==> src/rtl/shift_add_mult_if.sv <==
// Operand/result bundle between the ALU control and the shift-add multiplier.
interface shift_add_mult_if #(
    parameter int unsigned N = 4
);
    logic           start;
    logic [N-1:0]   a;
    logic [N-1:0]   b;
    logic           busy;
    logic           done;
    logic [2*N-1:0] product;

    // Requester side: issues operands, observes status and result.
    modport master (
        output start, a, b,
        input  busy, done, product
    );

    // Multiplier side.
    modport slave (
        input  start, a, b,
        output busy, done, product
    );
endinterface

==> src/rtl/adder_cl.sv <==
// N-bit adder built from generate/propagate terms; used for the multiplier partial sums.
module adder_cl #(
    parameter int unsigned N = 4
) (
    input  logic [N-1:0] a_i,
    input  logic [N-1:0] b_i,
    input  logic         ci_i,
    output logic [N-1:0] s_o,
    output logic         co_o
);
    logic [N-1:0] g;
    logic [N-1:0] p;
    logic [N:0]   c;

    assign g = a_i & b_i;
    assign p = a_i ^ b_i;

    // Carry chain from generate/propagate.
    always_comb begin
        c    = '0;
        c[0] = ci_i;
        for (int i = 0; i < N; i++) begin
            c[i+1] = g[i] | (p[i] & c[i]);
        end
    end

    assign s_o  = p ^ c[N-1:0];
    assign co_o = c[N];
endmodule

==> src/rtl/shift_add_mult.sv <==
// Sequential unsigned NxN shift-and-add multiplier; one partial-product add per clock.
module shift_add_mult #(
    parameter int unsigned N = 4
) (
    input  logic            clk,
    input  logic            rst_n,
    shift_add_mult_if.slave mul_io
);
    localparam int unsigned CW = $clog2(N + 1);

    localparam logic [1:0] StIdle = 2'd0;
    localparam logic [1:0] StRun  = 2'd1;
    localparam logic [1:0] StDone = 2'd2;

    logic [1:0]     state_q, state_d;
    logic [N-1:0]   m_q, m_d;
    logic [N-1:0]   acc_q, acc_d;
    logic [N-1:0]   q_q, q_d;
    logic [CW-1:0]  cnt_q, cnt_d;
    logic [2*N-1:0] product_q, product_d;

    logic [N-1:0]   addend;
    logic [N-1:0]   sum;
    logic           co;
    logic [2*N-1:0] shifted;

    assign addend = q_q[0] ? m_q : '0;

    adder_cl #(
        .N (N)
    ) u_adder (
        .a_i  (acc_q),
        .b_i  (addend),
        .ci_i (1'b0),
        .s_o  (sum),
        .co_o (co)
    );

    // Right shift of {co,sum,Q}; the carry-out lands in the top bit of ACC.
    assign shifted = {co, sum, q_q[N-1:1]};

    // Next-state: operand capture in IDLE/DONE, one shift-add step per clock in RUN.
    always_comb begin
        state_d   = state_q;
        m_d       = m_q;
        acc_d     = acc_q;
        q_d       = q_q;
        cnt_d     = cnt_q;
        product_d = product_q;
        case (state_q)
            StIdle, StDone: begin
                if (mul_io.start) begin
                    m_d     = mul_io.a;
                    q_d     = mul_io.b;
                    acc_d   = '0;
                    cnt_d   = CW'(N);
                    state_d = StRun;
                end else begin
                    state_d = StIdle;
                end
            end
            StRun: begin
                acc_d = shifted[2*N-1:N];
                q_d   = shifted[N-1:0];
                cnt_d = cnt_q - CW'(1);
                if (cnt_q == CW'(1)) begin
                    product_d = shifted;
                    state_d   = StDone;
                end
            end
            default: state_d = StIdle;
        endcase
    end

    // State and datapath registers; reset abandons any operation in flight.
    always_ff @(posedge clk or negedge rst_n) begin
        if (!rst_n) begin
            state_q   <= StIdle;
            m_q       <= '0;
            acc_q     <= '0;
            q_q       <= '0;
            cnt_q     <= '0;
            product_q <= '0;
        end else begin
            state_q   <= state_d;
            m_q       <= m_d;
            acc_q     <= acc_d;
            q_q       <= q_d;
            cnt_q     <= cnt_d;
            product_q <= product_d;
        end
    end

    // Status decoded straight from registered state.
    assign mul_io.busy    = (state_q == StRun);
    assign mul_io.done    = (state_q == StDone);
    assign mul_io.product = product_q;
endmodule

==> src/flat_wrapper.sv <==
// flat-port wrapper written by rule: the top's interface ports become plain ports
module shift_add_mult_flat 
#(
    parameter int unsigned N = 4
)
  (clk, rst_n, mul_io_start, mul_io_a, mul_io_b, mul_io_busy, mul_io_done, mul_io_product);
  shift_add_mult_if #(.N(N)) mul_io_i ();
  input  logic clk;
  input  logic rst_n;
  input wire logic [$bits(mul_io_i.start)-1:0] mul_io_start;
  input wire logic [$bits(mul_io_i.a)-1:0] mul_io_a;
  input wire logic [$bits(mul_io_i.b)-1:0] mul_io_b;
  output wire logic [$bits(mul_io_i.busy)-1:0] mul_io_busy;
  output wire logic [$bits(mul_io_i.done)-1:0] mul_io_done;
  output wire logic [$bits(mul_io_i.product)-1:0] mul_io_product;
  assign mul_io_i.start = mul_io_start;
  assign mul_io_i.a = mul_io_a;
  assign mul_io_i.b = mul_io_b;
  assign mul_io_busy = mul_io_i.busy;
  assign mul_io_done = mul_io_i.done;
  assign mul_io_product = mul_io_i.product;
  shift_add_mult #(.N(N)) u_core (.clk(clk), .rst_n(rst_n), .mul_io(mul_io_i));
endmodule
==> config.mk <==
export PLATFORM = sky130hd
export DESIGN_NAME = shift_add_mult_flat
export DESIGN_NICKNAME = d
export VERILOG_FILES = /design/src/rtl/shift_add_mult_if.sv /design/src/rtl/adder_cl.sv /design/src/rtl/shift_add_mult.sv /design/src/flat_wrapper.sv
export SDC_FILE = /design/constraint.sdc
export NUM_CORES = 1
export LEC_CHECK = 0
export BUFFER_PORTS_ARGS = -buffer_cell sky130_fd_sc_hd__buf_2
export CORE_MARGIN = 2
export CORE_UTILIZATION = 40
export DETAILED_ROUTE_END_ITERATION = 7
export PLACE_DENSITY = 0.61
export SLEW_MARGIN = 10
export SYNTH_ARGS = -nofsm -noshare
export SYNTH_HDL_FRONTEND = slang
export SYNTH_HIERARCHICAL = 1
export SYNTH_SLANG_ARGS = --single-unit
==> constraint.sdc <==
create_clock -name clk -period 2.4 [get_ports clk]
set_input_delay 0.36 -clock clk [delete_from_list [all_inputs] [get_ports clk]]
set_output_delay 0.36 -clock clk [all_outputs]
set_load 0.005 [all_outputs]
* Yosys cells after proc, flatten, opt, wreduce, memory -nomap -nowiden
Index checks and enable logic that the tools add are counted.
Operators by class: add/sub/neg operators 1, eq/ne operators 5, multiplexer cells 10, bitwise logic cells 9, reduce and logical (&&, ||, !) cells 6
Operators with widths (number):
- $pmux W4 S2 | 2
- $mux W4 | 3
- $xor A4 B4 Y4 | 2
- $pmux W3 S2 | 1
- $reduce_and A2 Y1 | 3
- $and A4 B4 Y4 | 1
- $pmux W2 S2 | 1
- $and A1 B1 Y1 | 3
- $eq A3 B1 Y1 const B | 1
- $mux W3 | 1
- $or A1 B1 Y1 | 3
- $sub A3 B1 Y3 const B | 1
- $eq A2 B1 Y1 const B | 1
- $eq A2 B2 Y1 const B | 1
- $logic_not A2 Y1 | 1
- $mux W2 | 1
- $ne A2 B1 Y1 const B | 1
- $ne A2 B2 Y1 const B | 1
- $reduce_bool A2 Y1 | 1
- $reduce_or A2 Y1 | 1
- $mux W1 | 1
Storage, ports and cells: register bits after elaboration 25, input port bits 11, output and inout bits 10, logic and storage cells 37

* Depth between registers and ports, before layout
depth after elaboration 9, mapped depth 11, gate-level depth less buffers 11

* By module
Netlist, hierarchy kept.
By module, submodules not included:
- shift_add_mult | times used 1, cells an instance 101, area each 1193.6 um2, sequential area each 625.6 um2
- adder_cl | times used 1, cells an instance 14, area each 117.6 um2, sequential area each 0.0 um2

* Worst setup path after synthesis
Ideal clock, no wire load.
path type reg2reg, from register u_core.q_q[0], to register u_core.acc_q[2], library setup time 0.121 ns, arrival 2.236 ns, data required time 2.279 ns, slack 0.043 ns, stages on the path, launching flop included 12, path buffers 0, period minus slack after synthesis 2.357 ns, path through dfrtp_1 and2_1 inv_1 fa_1 inv_1 fa_1 fa_1 inv_1 fa_1 inv_1 mux2_2 a22o_1
Between the ends: longest elaborated chain between the ends 8, elaborated cells on any way between the ends 9, classes of those cells 2 x mux; 7 x bitwise
Ends and longest elaborated chain:
- start: declaration | line shift_add_mult.sv:18 | logic [N-1:0] q_q, q_d;
- start signal: assignment | line shift_add_mult.sv:88 | q_q <= q_d;
- $mux W4 | line shift_add_mult.sv:27 | assign addend = q_q[0] ? m_q : '0;
- via u_core.addend[0] | line shift_add_mult.sv:22 | logic [N-1:0] addend;
- $and A4 B4 Y4 | line adder_cl.sv:15 | assign g = a_i & b_i;
- $and A1 B1 Y1 | line adder_cl.sv:23 | c[i+1] = g[i] | (p[i] & c[i]);
- $or A1 B1 Y1 | line adder_cl.sv:23
- $and A1 B1 Y1 | line adder_cl.sv:23
- $or A1 B1 Y1 | line adder_cl.sv:23
- $xor A4 B4 Y4 | line adder_cl.sv:27 | assign s_o = p ^ c[N-1:0];
- via u_core.sum[3] | line shift_add_mult.sv:23 | logic [N-1:0] sum;
- $pmux W4 S2 | line shift_add_mult.sv:50 | case (state_q)
- end signal: assignment | line shift_add_mult.sv:80 | acc_q <= '0;
- end signal: assignment | line shift_add_mult.sv:87 | acc_q <= acc_d;
- end: declaration | line shift_add_mult.sv:17 | logic [N-1:0] acc_q, acc_d;
The timed path passes the listed nets, and every way through them passes these cells. A chain may end at the register's enable or synchronous reset.

* Final worst setup path
from register u_core.m_q[0], to register u_core.acc_q[2]
Between the ends: longest elaborated chain between the ends 8
Ends and longest elaborated chain:
- start: declaration | line shift_add_mult.sv:16 | logic [N-1:0] m_q, m_d;
- start signal: assignment | line shift_add_mult.sv:86 | m_q <= m_d;
- $mux W4 | line shift_add_mult.sv:27
- via u_core.addend[0] | line shift_add_mult.sv:22
- $and A4 B4 Y4 | line adder_cl.sv:15
- $and A1 B1 Y1 | line adder_cl.sv:23
- $or A1 B1 Y1 | line adder_cl.sv:23
- $and A1 B1 Y1 | line adder_cl.sv:23
- $or A1 B1 Y1 | line adder_cl.sv:23
- $xor A4 B4 Y4 | line adder_cl.sv:27
- via u_core.sum[3] | line shift_add_mult.sv:23
- $pmux W4 S2 | line shift_add_mult.sv:50
The timed path passes the listed nets, and every way through them passes these cells.

==> results.md <==
* Final setup skew at 10.5 ps
* Nets at 157
* HPWL after DPL at 1660 um
* Max_cap viols at 0
* Max-slew headroom at 62.9%
* Multi-input gate area at 617 um^2
* Synth Area per Inst at 11.4 um^2
* Clock Latency Late Sink at 320 ps
* Yosys warnings at 6
* Vias in the first global route at 842
* Fillers at 294
* Max Slew Vio Count at 0
* Crit. Startpoint: u_core/m_q[0]
* Clock Path Buffers at 2
* CP required at 2630 ps
* Core box area at 0.00308 mm^2
* Die height at 61.3 um
* # setup viols final at 1
* Final design utilization at 49.3%
* Top-count cell post-synth: dfrtp_1
* Power Dens Cells at 1270 mW/mm^2
* Min Tclk post-route at 2420 ps
* CTS tree: yes
* Worst slack, placed at -24.3 ps
* Synth top cells by count: 25 x dfrtp_1, 13 x inv_1, 13 x nand2_1
* Layout cells sized above 1 at 36.7%
* FP Rows at 20
* Initial antenna violation count at 0
* Crit share post-route at 101%
* Ys async rst share at 100%
* WL final at 2340 um
* Num CTS Buffers at 3
* Remaining DRCs at 0
* Crit path DAT at 2640 ps
* Number of enable flip-flop cells after synthesis at 0
* Setup CP Type: reg -> reg
* Worst-Margin Slew at 556 ps
* Final std cells w/o fill at 183
* Unique masters post-synth at 25
* Htree depth at 1
* Initial core utilization at 42.6%
* RSZ-0062 raised after global routing: true
* GRT Total Usage at 14.3%
* Reg clk slew, reported paths at 150 ps
* #FFs+latches synth at 25
* Total die area at 0.00375 mm^2
* Synth area leaders: dfrtp_1 48%, mux2_4 9.2%, fa_1 6.1%
* Leakage at 0.723 nW
* Setup crit end kind: flip-flop
* Status: finished with violations
* Worst-case reg-to-reg path depth at 11
* Final instance area at 0.00152 mm^2
* PortBufs at 20
* Worst R2R Start: u_core/m_q[0]
* Cell Area, Synth at 0.00131 mm^2
* Via count at 854
* Initial DRC Count at 11
* Final setup margin at -16.0 ps
* Synth top area share at 47.7%
* Ant. Diodes at 0
* Synthesis-to-finish area growth at 15.7%
* Drt pass-1 iters at 2
* WL/cell at 12.8 um
* GPL Wtd Cong at 0.751
* Grt ovf at 0
* Storage cell area at 626 um^2
* Number of placed cells counting well taps at 178
* Critical Path Start Type: flip-flop
* Top_reg_cell synth: dfrtp_1
* First-pass GRT wire length at 3870 um
* Fin. Hold Viols at 0
* Max Fclk at 414 MHz
* Routed Antenna Nets at 0
* Syn Nets at 132
* Worst Hold Class: in -> async
* I/O Pins at 21
* Largest net degree at the start of global routing at 26
* Sequential area share after synthesis at 47.7%
* VDD IR max at 0.000463 V
* Num Clock Sinks at 25
* CTS root buf: clkbuf_4
* DP Area at 0.00146 mm^2
* Post-synthesis cell count at 115
* Drt via density at 4.67
* Fin Setup TNS at -16.0 ps
* Die X at 61.3 um
* CP Max Fanout at 2
* Failing checks: setup timing
* Largest area contributor in the netlist: dfrtp_1
==> final cells by class <==
| type | count | area share [%] |
|---|---|---|
| Sequential cell | 25 | 41.2 |
| Multi-Input combinational cell | 72 | 40.6 |
| Timing Repair Buffer | 25 | 9.32 |
| Tap cell | 44 | 3.63 |
| Inverter | 13 | 3.22 |
| Clock buffer | 3 | 1.48 |
| Clock inverter | 1 | 0.495 |
==> metrics by stage <==
stage,power (mW),hold WS [ps]
final,1.92,3.21
after global routing,2.11,17.2
after CTS,1.90,13.8
after detailed placement,1.68,386
after global placement,1.64,383
after floorplan,1.42,64.4
==> cells in the final DEF, fill, tap and decap left out, drive strengths merged <==
cell type / instances
a22o: 5
and2: 4
nand2b: 2
a21oi: 5
nor2: 1
clkbuf: 3
fa: 4
xnor2: 1
mux2i: 4
a211oi: 4
nand3: 1
ha: 2
inv: 13
nor2b: 9
dfrtp: 25
nor3: 1
mux2: 12
nand2: 13
clkinvlp: 1
o21ai: 3
buf: 25
conb: 1
==> cells by family after synthesis <==
family | after synthesis | synth area share, %
XOR/XNOR | 1 | 0.668
other | 1 | 0.286
adder cells (fa/ha/maj) | 6 | 8.02
buffers and inverters | 18 | 6.30
AND/OR/NAND/NOR | 31 | 12.7
AO/OA/AOI/OAI | 17 | 8.68
multiplexers | 16 | 15.6
flip-flops | 25 | 47.7
==> where the power goes <==
part,total (mW),internal (mW),switching [mW]
logic,0.981,0.554,0.427
clock network,0.194,0.0636,0.130
registers,0.748,0.614,0.134
==> repair_timing <==
action	4_1_cts	5_1_grt
endpoints found under the setup margin	2	3
pin swaps	1	1
gates resized for setup	4	6
setup buffers	1	0
endpoints found under the hold margin	0	0
hold buffers	0	0
==> final timing paths <==
check,slack [ps],endpoint
worst min-delay path,3,u_core/m_q[2]
worst max-delay path,-20,u_core/acc_q[2]
max in group asynchronous,2030,u_core/m_q[3]
worst min register to register,500,u_core/m_q[3]
worst max register to register,-20,u_core/acc_q[2]
min in group clk,220,u_core/m_q[1]
==> flip-flops by register name, indices dropped and copies added, names as in the netlist <==
name / flops
u_core/acc_q: 4
u_core/cnt_q: 3
u_core/state_q: 2
u_core/m_q: 4
u_core/mul_io.product: 8
u_core/q_q: 4
==> routing by layer <==
| metal | vias up | global-route usage (%) | share of wire, % |
|---|---|---|---|
| li1 | 425 | - | - |
| met1 | 413 | 19.4 | 47 |
| met2 | 14 | 22.2 | 48 |
| met3 | 2 | 2.73 | 3.8 |
| met4 | 0 | 6.52 | 0.64 |
| met5 | - | 0 | 0 |
==> critical path, stage by stage (launching register included) <==
cell	delay (ps)
dfrtp_1	370
and2_4	140
inv_2	30
fa_2	340
inv_2	60
fa_2	180
fa_2	190
inv_2	30
fa_1	480
inv_2	40
mux2_4	260
a22o_1	190
No activity file was read; power rests on OpenSTA's default activity.
